## src/rtl/tribus_arbiter_if.sv

```systemverilog
// Bus-side signal bundle for tribus_arbiter: request levels in, one-hot grants/enables out.
// master = arbiter side, slave = requester side.
interface tribus_arbiter_if #(
  parameter int unsigned N = 4
);
  localparam int unsigned OW = (N > 1) ? $clog2(N) : 1;

  logic [N-1:0]  req;
  logic [N-1:0]  gnt;
  logic [N-1:0]  oe;
  logic          busy;
  logic [OW-1:0] owner;

  modport master (
    input  req,
    output gnt,
    output oe,
    output busy,
    output owner
  );

  modport slave (
    output req,
    input  gnt,
    input  oe,
    input  busy,
    input  owner
  );
endinterface

```

## src/rtl/tribus_arbiter.sv

```systemverilog
// Round-robin owner arbiter for a shared tristate bus, with a turnaround gap between owners.
// Optional feature: define ARB_HOLD_LIMIT_EN to revoke a grant held MAXHOLD cycles while others wait.
module tribus_arbiter #(
  parameter int unsigned N       = 4,
  parameter int unsigned TURN    = 1,
  parameter int unsigned MAXHOLD = 8
) (
  input  logic             clk,
  input  logic             rst,
  tribus_arbiter_if.master bus
);
  localparam int unsigned OW        = (N > 1) ? $clog2(N) : 1;
  localparam logic [2:0]  TURN_INIT = 3'(TURN - 1);

  if (N < 2 || N > 8 || TURN < 1 || TURN > 7 || MAXHOLD < 2 || MAXHOLD > 255) begin : g_param_check
    $error("tribus_arbiter: parameter out of range");
  end

  typedef enum logic [1:0] {
    S_IDLE,
    S_GRANT,
    S_TURN
  } state_t;

  state_t        state_q;
  logic [N-1:0]  gnt_q;
  logic [OW-1:0] owner_q;
  logic [OW-1:0] ptr_q;
  logic [2:0]    turn_q;
  logic          busy_q;

  logic [N-1:0]  req_s;
  logic          pick_vld;
  logic [OW-1:0] pick_idx;
  logic          others;
  logic          revoke;
  logic          release_now;

  function automatic logic [OW-1:0] wrap_idx(input logic [OW-1:0] base, input int unsigned off);
    int unsigned s;
    s = (32'(base) + off) % N;
    return OW'(s);
  endfunction

  // Unknown request bits count as "not requesting" so X never reaches the enables.
  always_comb begin
    req_s = '0;
    for (int unsigned i = 0; i < N; i++) begin
      req_s[i] = (bus.req[i] === 1'b1);
    end
  end

  always_comb begin
    pick_vld = 1'b0;
    pick_idx = '0;
    for (int unsigned k = 1; k <= N; k++) begin
      if (!pick_vld && req_s[wrap_idx(ptr_q, k)]) begin
        pick_vld = 1'b1;
        pick_idx = wrap_idx(ptr_q, k);
      end
    end
  end

  assign others = |(req_s & ~gnt_q);

`ifdef ARB_HOLD_LIMIT_EN
  localparam logic [7:0] HOLD_MAX = 8'(MAXHOLD);
  logic [7:0] hold_q;
  assign revoke = (hold_q == HOLD_MAX) && others;
`else
  assign revoke = 1'b0;
`endif

  assign release_now = !req_s[owner_q] || revoke;

  always_ff @(posedge clk or negedge rst) begin
    if (!rst) begin
      state_q <= S_IDLE;
      gnt_q   <= '0;
      owner_q <= '0;
      ptr_q   <= OW'(N - 1);
      turn_q  <= '0;
      busy_q  <= 1'b0;
`ifdef ARB_HOLD_LIMIT_EN
      hold_q  <= '0;
`endif
    end else begin
      case (state_q)
        S_IDLE: begin
          if (pick_vld) begin
            state_q <= S_GRANT;
            gnt_q   <= N'(1) << pick_idx;
            owner_q <= pick_idx;
            ptr_q   <= pick_idx;
            busy_q  <= 1'b1;
`ifdef ARB_HOLD_LIMIT_EN
            hold_q  <= 8'd1;
`endif
          end
        end
        S_GRANT: begin
          // Release always passes through TURN; no direct handoff even if others are waiting.
          if (release_now) begin
            state_q <= S_TURN;
            gnt_q   <= '0;
            turn_q  <= TURN_INIT;
          end
`ifdef ARB_HOLD_LIMIT_EN
          else if (hold_q != HOLD_MAX) begin
            hold_q <= hold_q + 8'd1;
          end
`endif
        end
        S_TURN: begin
          if (turn_q == '0) begin
            state_q <= S_IDLE;
            busy_q  <= 1'b0;
          end else begin
            turn_q <= turn_q - 3'd1;
          end
        end
        default: begin
          state_q <= S_IDLE;
          gnt_q   <= '0;
          busy_q  <= 1'b0;
        end
      endcase
    end
  end

  assign bus.gnt   = gnt_q;
  assign bus.oe    = gnt_q;
  assign bus.busy  = busy_q;
  assign bus.owner = owner_q;

`ifndef SYNTHESIS
  a_req_known: assert property (@(posedge clk) disable iff (!rst)
    (state_q == S_IDLE) |-> !$isunknown(bus.req))
    else $warning("tribus_arbiter: unknown req bit in IDLE treated as 0");
`endif

endmodule

```

## src/flat_wrapper.sv

```systemverilog
// flat-port wrapper written by rule: the top's interface ports become plain ports
module tribus_arbiter_flat 
#(
  parameter int unsigned N       = 4,
  parameter int unsigned TURN    = 1,
  parameter int unsigned MAXHOLD = 8
)
  (clk, rst, bus_req, bus_gnt, bus_oe, bus_busy, bus_owner);
  tribus_arbiter_if #(.N(N)) bus_i ();
  input  logic clk;
  input  logic rst;
  input wire logic [$bits(bus_i.req)-1:0] bus_req;
  output wire logic [$bits(bus_i.gnt)-1:0] bus_gnt;
  output wire logic [$bits(bus_i.oe)-1:0] bus_oe;
  output wire logic [$bits(bus_i.busy)-1:0] bus_busy;
  output wire logic [$bits(bus_i.owner)-1:0] bus_owner;
  assign bus_i.req = bus_req;
  assign bus_gnt = bus_i.gnt;
  assign bus_oe = bus_i.oe;
  assign bus_busy = bus_i.busy;
  assign bus_owner = bus_i.owner;
  tribus_arbiter #(.N(N), .TURN(TURN), .MAXHOLD(MAXHOLD)) u_core (.clk(clk), .rst(rst), .bus(bus_i));
endmodule
```

## config.mk

```make
export PLATFORM = sky130hd
export DESIGN_NAME = tribus_arbiter_flat
export DESIGN_NICKNAME = d
export VERILOG_FILES = /design/src/rtl/tribus_arbiter_if.sv /design/src/rtl/tribus_arbiter.sv /design/src/flat_wrapper.sv
export SDC_FILE = /design/constraint.sdc
export NUM_CORES = 1
export LEC_CHECK = 0
export ABC_AREA = 1
export BUFFER_PORTS_ARGS = -buffer_cell sky130_fd_sc_hd__buf_2
export CELL_PAD_IN_SITES_DETAIL_PLACEMENT = 1
export CELL_PAD_IN_SITES_GLOBAL_PLACEMENT = 2
export CORE_MARGIN = 5
export CORE_UTILIZATION = 29
export DETAILED_ROUTE_END_ITERATION = 16
export HOLD_SLACK_MARGIN = 0.1
export PLACE_DENSITY_LB_ADDON = 0.1
export SYNTH_ARGS = -nofsm -noshare
export SYNTH_HDL_FRONTEND = slang
export SYNTH_SLANG_ARGS = --single-unit
```

## constraint.sdc

```tcl
create_clock -name clk -period 1.4 [get_ports clk]
set_input_delay 0.14 -clock clk [delete_from_list [all_inputs] [get_ports clk]]
set_output_delay 0.14 -clock clk [all_outputs]
set_load 0.005 [all_outputs]
```

After elaboration in Yosys (flattened, before gate mapping)
Cells that the tools add are included.

Word-level logic and storage cells: 74. Input bits: 6. Bits in registers: 14. Output and inout port bits: 11.

$lt $le $gt $ge: 5. Bitwise gates (word level): 2. Mux-type cells: 31. $add $sub $neg: 5. Reductions and logical operators: 14. Equal/unequal tests: 10. Shift-type cells: 1.

Operators with widths (number): less-than comparator 2 x 3 -> 1 bit, second input constant (5); two-way mux 2 bit (7); one-hot mux 4 bit (3 select lines) (1); AND reduction 3 bit (4); two-way mux 1 bit (11); binary-select mux 1 bit (select 2 bit) (5); two-way mux 4 bit (2); two-way mux 3 bit (2); one-hot mux 2 bit (3 select lines) (1); one-hot mux 3 bit (2 select lines) (1); adder 2 x 1 -> 2 bit, second input constant (2); adder 2 bit, second input constant (2); === test 1 bit, second input constant (4); inequality test 2 x 1 -> 1 bit, second input constant (2); inequality test 2 bit, second input constant (2); << shifter 1 x 2 -> 4 bit, first input constant (1); logical AND 1 bit (3); logical NOT 1 bit (3); logical NOT 3 bit (1); one-hot mux 1 bit (3 select lines) (1); subtractor 3 x 1 -> 3 bit, second input constant (1); == test 2 x 1 -> 1 bit, second input constant (1); == test 2 bit, second input constant (1); logical NOT 2 bit (1); 3 further kinds (4).

Logic depth before layout (Yosys ltp)
Depth after elaboration: 16. Mapped depth: 13. Depth with buffers taken out: 12.

Worst setup path before layout
No wires, ideal clock.

Path kind: reg-to-reg. Start: register u_core.ptr_q[0]. End: register u_core.gnt_q[2], in the netlist u_core.bus.gnt[2]. Data required time: 1283 ps. Setup time: 117 ps. Stages on the path, launching flop included: 13. Arrival: 1353 ps. Slack: -70 ps. Period minus slack after synthesis: 1470 ps. Buffers on the path: 1. Cell sequence: dfstp_2 > buf_6 > inv_8 > nand2_4 > nand2_4 > nor2_4 > nand3_2 > nand2_2 > inv_2 > nand3_2 > inv_2 > nand2_1 > nand2_1.

Word-level cells in the longest chain between the ends: 16. Elaborated cells on any way between the ends: 31. Those cells by class: add/sub: 4; eq/ne: 1; shift: 1; mux: 18; reduce/logical: 7.

RTL lines: from (decl) (line tribus_arbiter.sv:28) `logic [OW-1:0] ptr_q;`; from (signal assigned) (line tribus_arbiter.sv:81) `ptr_q <= OW'(N - 1);`; from (signal assigned) (line tribus_arbiter.sv:94) `ptr_q <= pick_idx;`; adder 2 x 1 -> 2 bit (line tribus_arbiter.sv:41) `s = (32'(base) + off) % N;`; binary-select mux 1 bit (select 2 bit) (line tribus_arbiter.sv:57) `if (!pick_vld && req_s[wrap_idx(ptr_q, k)]) begin`; two-way mux 1 bit (not written as such) (line tribus_arbiter.sv:57); two-way mux 1 bit (line tribus_arbiter.sv:57); logical NOT 1 bit (line tribus_arbiter.sv:57); logical AND 1 bit (line tribus_arbiter.sv:57); two-way mux 1 bit (line tribus_arbiter.sv:57); logical NOT 1 bit (line tribus_arbiter.sv:57); logical AND 1 bit (line tribus_arbiter.sv:57); two-way mux 1 bit (line tribus_arbiter.sv:57); logical NOT 1 bit (line tribus_arbiter.sv:57); logical AND 1 bit (line tribus_arbiter.sv:57); two-way mux 2 bit (line tribus_arbiter.sv:57); << shifter 1 x 2 -> 4 bit (line tribus_arbiter.sv:92) `gnt_q <= N'(1) << pick_idx;`; two-way mux 4 bit (line tribus_arbiter.sv:90) `if (pick_vld) begin`; one-hot mux 4 bit (3 select lines) (line tribus_arbiter.sv:88) `case (state_q)`; to (signal assigned) (line tribus_arbiter.sv:92); to (decl) (line tribus_arbiter.sv:26) `logic [N-1:0] gnt_q;`.

Parallel ways exist; a longest one is shown, timed or not. The select of a mux whose other input is x is not followed. A chain may end at the register's enable or synchronous reset.

Worst setup path in the final report
Ends and elaborated chain as after synthesis.

==> summary.txt <==
outcome = finished, violations left
failing checks = setup timing
drt drc = 0
fin nets = 159
drt pass-1 iters = 2
area share of the largest cell type after synthesis = 0.298
first-pass GRT wire length = 4280 um
row count = 21
r2r setup slk = -0.24 ns
Crit. End Element = register
placed cell count = 187
CTS tree = built
pin slew with the least headroom to its limit = 0.323 ns
Num CTS Buffers = 3
Yosys top cell by area = dfrtp_1
Worst Hold Class = in2async
Power, Total = 0.00328 W
worst-path fanout max = 8
commonest non-fill, non-tap cells in the layout = nand2_1, buf_2, nand2_2, dfrtp_1, buf_4
WHS = 0.282 ns
Port Buffers = 16
max-cap viol count = 0
mapped cell area = 0.00101 mm2
via count = 873
FF-to-FF Start = u_core.ptr_q[0]
die width = 68.9 um
top area cells in the synthesized netlist = dfrtp_1, nand2_1, nand2_4
Die Ht = 68.9 um
share of layout cells above drive strength 1 = 0.480
initial antenna violation count = 0
area delta synth->final = 29.2%
io pins = 17
GP Congestion = 0.671
All-Layer GR Usage = 0.121
clk_lat worst skew = 0.28 ns
Yosys warning total = 0
via/cell ratio = 4.45
most common cell after layout, fill and taps aside = nand2_1
fin crit share = 1.17
Required @ worst endpoint = 1.57 ns
max-slew violation total from the final report = 0
Critical R2R Capture = u_core.bus.gnt[2]
syn_nets = 130
vias in the first global route = 965
Syn Area/Cell = 8.26 um2
#FFs+latches synth = 14
Fin Setup TNS = -2.11 ns
clock sinks = 14
Hold Fails Final Rpt = 0
# setup viols final = 10
total wire length = 2600 um
number of antenna repair diodes = 0
Routed Antenna Nets = 0
CP dominant cell by count = nand2_4
unique cell type count in the Yosys netlist = 26
wire length per cell = 13.3 um
grt total ovfl = 0
Die ar. = 0.00475 mm2
Slowest-stage cell, CP = dfstp_2
root buffer cell = clkbuf_4
fmax = 610 MHz
skew final = 0.00667 ns
crit path DAT = 1.81 ns
Reg2Reg Depth = 11
setup slack after layout = -0.239 ns
Leak Pwr = 0.658 nW
crit path cell chain = inv_8 -> nand2_4 -> nand2_4 -> nor2_4 -> nand3_2 -> nand2_4 -> inv_4 -> nand3_2 -> inv_2 -> nand2_1 -> nand2_1
synthesized instance count = 122
CP Class = reg2reg
power per standard cell area = 2520 mW/mm2
worst vdd ir = 0.000899 V
deepest clock path buffer count = 2
Initial Utilization = 0.302
slew margin rel. = 0.785
Initial DRC Count = 48
CP max stage delay = 0.69 ns
fin crit period = 1.64 ns
unrepaired setup endpoints after global routing = yes
pin count of the biggest net entering global routing = 15
critical path startpoint category = register
Seq/Total Area, Yosys = 0.350
core area = 0.00334 mm2
H-tree levels = 1
clock slew seen by the registers of the worst setup and hold paths = 0.09 ns
final non-filler cell total = 196
hpwl dp = 1970 um
==> how the worst max path moves through the flow <==
| stage | start | to | depth (start not counted) |
|---|---|---|---|
| finish | u_core.ptr_q[0] | u_core.bus.gnt[2] | 11 |
| floorplan | u_core.ptr_q[0] | u_core.bus.gnt[2] | 12 |
| global placement | u_core.ptr_q[0] | u_core.bus.gnt[1] | 8 |
| detailed placement | u_core.ptr_q[0] | u_core.bus.gnt[2] | 11 |
| CTS | u_core.ptr_q[0] | u_core.bus.gnt[1] | 8 |
| global route | u_core.ptr_q[0] | u_core.bus.gnt[2] | 11 |
==> flip-flops by register name, summed over array words and instances (netlist names) <==
| register | flops |
|---|---|
| u_core.bus.gnt | 4 |
| u_core.turn_q | 3 |
| u_core.bus.owner | 2 |
| u_core.ptr_q | 2 |
| u_core.state_q | 2 |
| u_core.bus.busy | 1 |
==> layer usage <==
| metal | share of wire | wire (um) | GRT usage |
|---|---|---|---|
| met1 | 0.49 | 1270 | 0.153 |
| met2 | 0.48 | 1240 | 0.208 |
| met3 | 0.030 | 79 | 0.0227 |
| met4 | 0.0069 | 18 | 0.0365 |
| met5 | 0 | 0 | 0 |
==> synthesized netlist by cell type (all sizes together) <==
library cell  number
dfstp              2
nand4              5
dfrtp             12
nor2               6
inv               13
nand3             11
o21a               1
buf                5
o21bai             2
o21ai              9
a21boi             1
nand2             49
a21oi              3
ha                 2
xor2               1
==> kinds of logic after synthesis <==
| group | share of synthesized area |
|---|---|
| and+or+nand+nor | 0.415 |
| buffers and inverters | 0.0969 |
| AOI/OAI and AO/OA | 0.104 |
| DFF | 0.350 |
| adders and majority gates | 0.0248 |
| xor gates and xnor gates | 0.00870 |
==> repair_timing <==
| item | in CTS | in global routing |
|---|---|---|
| pin swaps | 2 | 4 |
| hold buffers | 1 | 0 |
| hold endpoints to repair | 14 | 0 |
| resized for setup | 3 | 11 |
| setup buffers | 1 | 4 |
| endpoints found under the setup margin | 10 | 12 |
==> where the power goes <==
group          leakage [nW]  switching, W  internal (W)  total [W]
clock network        0.0150      0.000133      0.000110   0.000244
logic                 0.466       0.00133      0.000931    0.00226
registers             0.176      0.000169      0.000605   0.000774
total                 0.658       0.00163       0.00165    0.00328
==> critical path: cells and delay by family (launching register included) <==
family,cells,cell delay [ns]
buffers and inverters,3,0.16
DFF,1,0.69
and+or+nand+nor,8,0.69
==> metrics by stage <==
stage          instance area, um2  setup WS [ns]  utilization
6_report                     1300         -0.239        0.390
3_3_place_gp                 1180         -0.215        0.352
2_1_floorplan                1020        -0.0618            -
5_1_grt                      1300         -0.354        0.390
4_1_cts                      1230         -0.254        0.368
3_5_place_dp                 1180         -0.233        0.352
==> layout make-up <==
type                            count  area [um2]
Tap cell                           46        57.6
Inverter                           13        58.8
Multi-Input combinational cell     90         622
Fill cell                         428        2040
Timing Repair Buffer               29         184
Clock buffer                        4        26.3
Sequential cell                    14         353
Power figures use the tool's default switching activity.
